`src/rtl/input_debounce.sv`:
```
// input_debounce: 2-flop synchronize and debounce 4 buttons + 4 switches, with press pulses.
// Optional press counter compiled in with INPUT_DEBOUNCE_PRESS_CNT_EN.
module input_debounce #(
    parameter int DEBOUNCE_CYCLES = 50000,
    parameter int CNT_W           = 16
) (
    input  logic       clk_clk,
    input  logic       reset_reset_n,
    input  logic [3:0] button_raw,
    input  logic [3:0] dipsw_raw,
    output logic [3:0] button_db,
    output logic [3:0] dipsw_db,
    output logic [3:0] button_press,
    output logic [7:0] press_count
);
    localparam logic [CNT_W-1:0] LAST = CNT_W'(DEBOUNCE_CYCLES - 1);
    // Buttons are active-low, so their idle/reset level is 1; switches idle at 0.
    localparam logic [7:0] IDLE = 8'h0F;
    logic [7:0]       sync1, sync2, stable, stable_nxt, differ, accept;
    logic [CNT_W-1:0] cnt [8];
    logic [CNT_W-1:0] cnt_nxt [8];
    logic [3:0]       press_nxt;
    always_comb begin
        differ     = sync2 ^ stable;
        accept     = 8'h00;
        for (int i = 0; i < 8; i++) begin
            accept[i]  = differ[i] && (cnt[i] == LAST);
            cnt_nxt[i] = (differ[i] && !accept[i]) ? cnt[i] + 1'b1 : '0;
        end
        stable_nxt = stable ^ accept;
        press_nxt  = stable[3:0] & ~stable_nxt[3:0];
    end
    always_ff @(posedge clk_clk or negedge reset_reset_n) begin
        if (!reset_reset_n) begin
            sync1        <= IDLE;
            sync2        <= IDLE;
            stable       <= IDLE;
            button_press <= 4'h0;
            for (int i = 0; i < 8; i++) cnt[i] <= '0;
        end else begin
            sync1        <= {dipsw_raw, button_raw};
            sync2        <= sync1;
            stable       <= stable_nxt;
            button_press <= press_nxt;
            for (int i = 0; i < 8; i++) cnt[i] <= cnt_nxt[i];
        end
    end
    assign button_db = stable[3:0];
    assign dipsw_db  = stable[7:4];
`ifdef INPUT_DEBOUNCE_PRESS_CNT_EN
    logic [7:0] count_q;
    logic [2:0] pop;
    always_comb begin
        pop = 3'd0;
        for (int i = 0; i < 4; i++) pop = pop + 3'(button_press[i]);
    end
    always_ff @(posedge clk_clk or negedge reset_reset_n) begin
        if (!reset_reset_n) count_q <= 8'h00;
        else                count_q <= count_q + 8'(pop);
    end
    assign press_count = count_q;
`else
    assign press_count = 8'h00;
`endif
endmodule

```
`config.mk`:
```
export PLATFORM = sky130hd
export DESIGN_NAME = input_debounce
export DESIGN_NICKNAME = d
export VERILOG_FILES = /design/src/rtl/input_debounce.sv
export SDC_FILE = /design/constraint.sdc
export NUM_CORES = 1
export LEC_CHECK = 0
export CAP_MARGIN = 20
export CORE_ASPECT_RATIO = 1.5
export CORE_MARGIN = 3
export CORE_UTILIZATION = 65
export DETAILED_ROUTE_END_ITERATION = 10
export PLACE_DENSITY = 0.83
export SLEW_MARGIN = 20
export SYNTH_ARGS = -nofsm -noshare
export SYNTH_HDL_FRONTEND = slang
export SYNTH_SLANG_ARGS = --single-unit
```
`constraint.sdc`:
```
create_clock -name clk_clk -period 2.9 [get_ports clk_clk]
set_input_delay 0.58 -clock clk_clk [delete_from_list [all_inputs] [get_ports clk_clk]]
set_output_delay 0.58 -clock clk_clk [all_outputs]
set_load 0.03 [all_outputs]
```
==> reports/summary.txt, run 1 <==
Setup TNS: 0 ns
Starting DRC count in detailed routing: 250
Max Transition Viols Final: 0
Routed wire length: 13,300 um
Worst Setup Start Kind: flop
Ports: 30
CP max FO: 4
Fin nets: 740
Mapped Area: 0.00719 mm2
Leak Pwr: 3.25 nW
GRT Overall Usage: 23.4%
PwrDens: 579 mW/mm2
Port Buf Inserts: 21
Placed cell areas: 0.00753 mm2
Relative slew slack: 57.6%
Die Y: 135 um
Crit path arrival time: 1.68 ns
CTS H-tree lvls: 4
Core area: 0.0107 mm2
FP Rows: 46
Req. time, crit path: 2.32 ns
# Post-CTS Setup Buffers: 0
Measured slew at the worst slew-check pin: 0.636 ns
Commonest cells after routing, fill and taps aside: 144 x nor2_1, 144 x dfrtp_1, 98 x xnor2_1, 43 x nand3_1, 33 x nand4_1
Outcome: complete, no violations
Synth cell types: 36
Seq cells post-synth: 156
Initial antenna violation count: 0
Max incr delay on CP: 0.69 ns
Fin. Hold Viols: 0
Setup CP Type: reg2out
CTS root buf: clkbuf_16
Routed len/inst: 15.2 um
Global-route wire length before repair: 23,400 um
Sequential area share after synthesis: 54.5%
Worst-path clk slew: 0.06 ns
Synth Warn #: 0
Syn avg cell area: 10.4 um2
Initial Utilization: 67.2%
HPWL after detailed placement: 8710 um
Area of the multi-input gates: 0.00310 mm2
Die ar.: 0.0124 mm2
Clock sinks: 156
Final Skew: 0.00664 ns
Inserted Clock Buffers: 17
Insertion delay to the later sink of the worst-skew pair: 0.42 ns
Final instance area: 0.00815 mm2
Layout cells sized above 1: 8.17%
Routed Antenna Nets: 0
Max-Cap Viols: 0
WP buf/inv: 1
Cells along the critical path: clkdlybuf4s50_1
CP max stage cell: clkdlybuf4s50_1
RSZ-0062 raised after global routing: false
# hold bufs at CTS: 0
VDD IR-drop max: 0.499 mV
Vias in the first global route: 5,223
Ys async rst share: 100%
Number of diodes: 0
Period utilisation layout: 78.0%
Final setup fails: 0
Number of fill cells: 722
Main synth FF type: dfrtp_1
Grt total ovfl: 0
Cell family with most CP delay: buffers and inverters
TritonCTS clock tree: yes
Die W: 91.9 um
Vias: 5,046
Syn Inst Count: 689
DRC errors left: 0
Peak Freq: 0.442 GHz
GPL Wtd Cong: 0.828
PostCTS Resize Cnt: 0
Synthesis-to-finish area growth: 13.4%
Post-synth EDFFs: 0
1st-pass router iterations: 5
Register Area: 0.00392 mm2
Pin count of the biggest net entering global routing: 72
Post-DR vias/cell: 5.75
Minimum clock period: 2.26 ns
Hold Crit Class: in2async
Clock Path Buffers: 2
Element type at the critical path end: output port
-- cell families after synthesis --
logic type,after synthesis,synth area share (%)
AO/OA/AOI/OAI,1,0.104
XOR/XNOR,120,14.6
adder cells (fa/ha/maj),8,1.39
buffers and inverters,40,2.84
flip-flops,156,54.5
multiplexers,8,1.41
other,1,0.0521
AND/OR/NAND/NOR,355,25.1
-- sequential cells by signal, summed over array words and instances, names as in the netlist, named ones only --
name,cells
button_press,4
cnt,128
sync2,8
sync1,8
stable,4
-- cell type report --
type	count	area share [%]
Multi-Input combinational cell	500	38.0
Inverter	21	0.967
Clock inverter	7	1.69
Tap cell	144	2.21
Clock buffer	24	5.91
Sequential cell	156	48.1
Timing Repair Buffer	26	3.21
-- per-layer routing --
metal  up-vias  wire (um)  GRT usage [%]
met5         -          0              0
met2       112       7110           40.1
met1      2497       5480           28.4
met3        31        444           5.35
met4         0        277           10.2
li1       2406          -              -
-- Yosys cell counts, drive strengths merged, types with 12 or more instances --
master	instances	area (um2)
and3	12	76.3
xnor2	98	858
dfstp	12	315
nor2	144	541
dfrtp	144	3600
nand2	30	130
nor3	29	145
nand3	43	215
xor2	22	193
buf	13	103
nand4	33	206
inv	21	78.8
nor4	31	194
-- path summary, 6_finish.rpt --
| kind | start | to | slack [ns] | depth (start not counted) |
|---|---|---|---|---|
| min in group clk_clk | sync1[6] | sync2[6] | 0.35 | 0 |
| hold / removal | reset_reset_n | cnt[70] | 0.17 | 1 |
| setup / recovery | stable[1] | button_db[1] | 0.64 | 1 |
| hold reg to reg | sync1[6] | sync2[6] | 0.35 | 0 |
| setup reg to reg | cnt[0] | cnt[9] | 0.83 | 6 |
| max in group asynchronous | reset_reset_n | sync2[2] | 1.97 | 2 |
-- stage by stage --
step,setup slack [ns],std cells,hold slack [ns],total power (W),util (%)
after floorplan,0.996,696,0.284,0.00237,-
after global placement,0.961,847,0.333,0.00244,70.4
after detailed placement,0.905,847,0.338,0.00245,70.4
after CTS,0.618,878,0.183,0.00476,76.2
after global routing,0.597,878,0.215,0.00488,76.2
final,0.638,878,0.169,0.00472,76.2
-- power breakdown --
part	internal, W	switching, W	leakage (nW)
registers	0.00222	0.0000360	2.10
logic	0.0000471	0.000104	0.852
clock network	0.00150	0.000810	0.300
Note: power is estimated with default switching activity, not from simulation.
==> inputs of run 2 (changes only) <==
Settings changed: CORE_UTILIZATION 65 to 61, PLACE_DENSITY 0.83 to 0.78.
Clock period 2.9 ns to 2.1 ns, I/O delays scaled along.
==> reports/summary.txt, run 2 (synthesis gave the netlist of run 1 again) <==
Setup TNS: 0 ns (unchanged)
GRT Overall Usage: 21.9% (was 23.4%)
Max incr delay on CP: 0.68 ns (was 0.69 ns)
VDD IR-drop max: 0.533 mV (was 0.499 mV)
Net Sw Frac: 20.9% (was 20.1%)
Worst Setup Start Kind: flop (unchanged)
Number of diodes: 0 (unchanged)
Pin count of the biggest net entering global routing: 44 (was 72)
Share of power burned in the clock network: 50.4% (was 49.0%)
GPL Wtd Cong: 0.832 (was 0.828)
Post-DR vias/cell: 5.61 (was 5.75)
1st-pass router iterations: 4 (was 5)
Final Skew: 0.0131 ns (was 0.00664 ns)
Cells along the critical path: clkdlybuf4s50_1 (unchanged)
Area of the multi-input gates: 0.00310 mm2 (about the same)
Die W: 94.7 um (was 91.9 um)
Element type at the critical path end: output port (unchanged)
Period utilisation layout: 97.9%
Pwr Total: 0.00673 W (was 0.00472 W)
Global-route wire length before repair: 23,400 um (about the same)
Vias: 4,996 (was 5,046)
Register Area: 0.00392 mm2 (unchanged)
Minimum clock period: 2.06 ns
Hold Path Origin: sync1[4]
PwrDens: 811 mW/mm2 (was 579 mW/mm2)
Outcome: complete, no violations (unchanged)
Routed wire length: 13,200 um (was 13,300 um)
Max reg flops: 128 (unchanged)
Max Transition Viols Final: 0 (unchanged)
Core area: 0.0113 mm2 (was 0.0107 mm2)
Crit path launch: stable[0] (was stable[1])
CTS root buf: clkbuf_16 (unchanged)
Fin. Hold Viols: 0 (unchanged)
Port Buf Inserts: 21 (unchanged)
CTS H-tree lvls: 4 (unchanged)
Internal Power: 0.00532 W (was 0.00377 W)
Vias in the first global route: 5,332 (was 5,223)
Reg2reg start: cnt[53] (was cnt[0])
Leak Pwr: 3.37 nW (was 3.25 nW)
Part of the power in registers: 46.3% (was 47.8%)
DRC errors left: 0 (unchanged)
Combinational share of power: 3.2% (about the same)
Insertion delay to the later sink of the worst-skew pair: 0.42 ns (about the same)
TritonCTS clock tree: yes (unchanged)
Grt total ovfl: 0 (unchanged)
Layout cells sized above 1: 9.69% (was 8.17%)
Clock Path Buffers: 2 (unchanged)
Worst-path clk slew: 0.06 ns (about the same)
Biggest regs: cnt x128, sync1 x8, sync2 x8 (unchanged)
Routed len/inst: 14.8 um (was 15.2 um)
Fin nets: 748 (was 740)
Clock sinks: 156 (unchanged)
NetSw: 0.00141 W (was 0.000950 W)
Starting DRC count in detailed routing: 208 (was 250)
HPWL after detailed placement: 8810 um (was 8710 um)
FP Rows: 47 (was 46)
CP max FO: 4 (unchanged)
Max-Cap Viols: 0 (unchanged)
Initial antenna violation count: 0 (unchanged)
Largest Register: cnt (unchanged)
Number of fill cells: 806 (was 722)
Measured slew at the worst slew-check pin: 0.515 ns (was 0.636 ns)
Final setup fails: 0 (unchanged)
Commonest cells after routing, fill and taps aside: 144 x nor2_1, 144 x dfrtp_1, 98 x xnor2_1, 43 x nand3_1, 33 x nand4_1 (unchanged)
Die Y: 139 um (was 135 um)
Ports: 30 (unchanged)
RSZ-0062 raised after global routing: false (unchanged)
Hold Crit Class: reg2reg (was in2async)
CP max stage cell: clkdlybuf4s50_1 (unchanged)
Req. time, crit path: 1.68 ns (was 2.32 ns)
WP buf/inv: 1 (unchanged)
Inserted Clock Buffers: 17 (unchanged)
Crit path arrival time: 1.64 ns (was 1.68 ns)
Die ar.: 0.0132 mm2 (was 0.0124 mm2)
Peak Freq: 0.486 GHz
Cell family with most CP delay: buffers and inverters (unchanged)
Initial Utilization: 63.7% (was 67.2%)
Routed Antenna Nets: 0 (unchanged)
Relative slew slack: 65.6% (was 57.6%)
Setup CP Type: reg2out (unchanged)
# Post-CTS Setup Buffers: 0 (unchanged)
Synthesis-to-finish area growth: 15.3% (was 13.4%)
run 2: changes by cell type in the layout (fill, tap and decap cells not counted), sizes merged:
cell	previous run	this run
clkinvlp	1	3
buf	6	13
clkbuf	24	19
clkinv	2	3
clkdlybuf4s50	20	17
inv	21	23
bufinv	4	5
dlygate4sd3	0	1
dlymetal6s2s	0	3
run 2: timing repair:
item	in CTS	in global routing
hold buffers	1	0
endpoints found under the hold margin	39	0
setup endpoints to repair	0	5
gates resized for setup	0	4
run 2: layout make-up:
type / count / area share, %
timing repair buffer: 34 / 4.15
clock inverter: 13 / 2.57
clock buffer: 19 / 5.46
sequential: 156 / 47.3
inverter: 21 / 0.951
tap: 147 / 2.22
multi-input combinational: 500 / 37.4
run 2: final timing paths:
kind | to | slack (ns) | cells after the start
min reg2reg | sync2[4] | 0.35 | 0
max reg2reg | flop | 0.13 | 3
max | button_db[0] | 0.04 | 1
min | sync2[4] | 0.35 | 0
min in group asynchronous | cnt[68] | 0.50 | 2
max in group asynchronous | sync1[3] | 0.93 | 3
run 2: power groups by stage:
| stage | sequential (W) | combinational [W] | clock [W] |
|---|---|---|---|
| final | 0.00312 | 0.000218 | 0.00339 |
| after global routing | 0.00312 | 0.000251 | 0.00357 |
| after CTS | 0.00312 | 0.000223 | 0.00345 |
| after detailed placement | 0.00317 | 0.000220 | 0 |
| after global placement | 0.00316 | 0.000211 | 0 |
| after floorplan | 0.00316 | 0.000123 | 0 |
run 2: metrics by stage:
| stage | utilization (%) | hold WS, ns | worst slack (ns) | instances | cell area [um2] |
|---|---|---|---|---|---|
| 2_1_floorplan | - | 0.124 | 0.196 | 696 | 7220 |
| 3_3_place_gp | 67.3 | 0.333 | 0.157 | 857 | 7600 |
| 3_5_place_dp | 67.3 | 0.336 | 0.124 | 857 | 7600 |
| 4_1_cts | 73.3 | 0.348 | 0.00477 | 890 | 8280 |
| 5_1_grt | 73.4 | 0.363 | 0.00314 | 890 | 8290 |
| 6_report | 73.4 | 0.347 | 0.0433 | 890 | 8290 |
run 2: layer usage:
layer	wire length [um]	global-route usage, %	up-vias	share of wire (%)
met5	0	0	-	0
met4	154	8.75	0	1.2
met3	251	3.58	12	1.9
met2	7260	39.2	68	55
met1	5500	25.7	2492	42
li1	-	-	2424	-
==> inputs of run 3 (changes only) <==
Settings changed: HOLD_SLACK_MARGIN set to 0.08.
==> results of run 3 <==
Same layout as run 2: the final DEF is identical, and so are final timing and power.
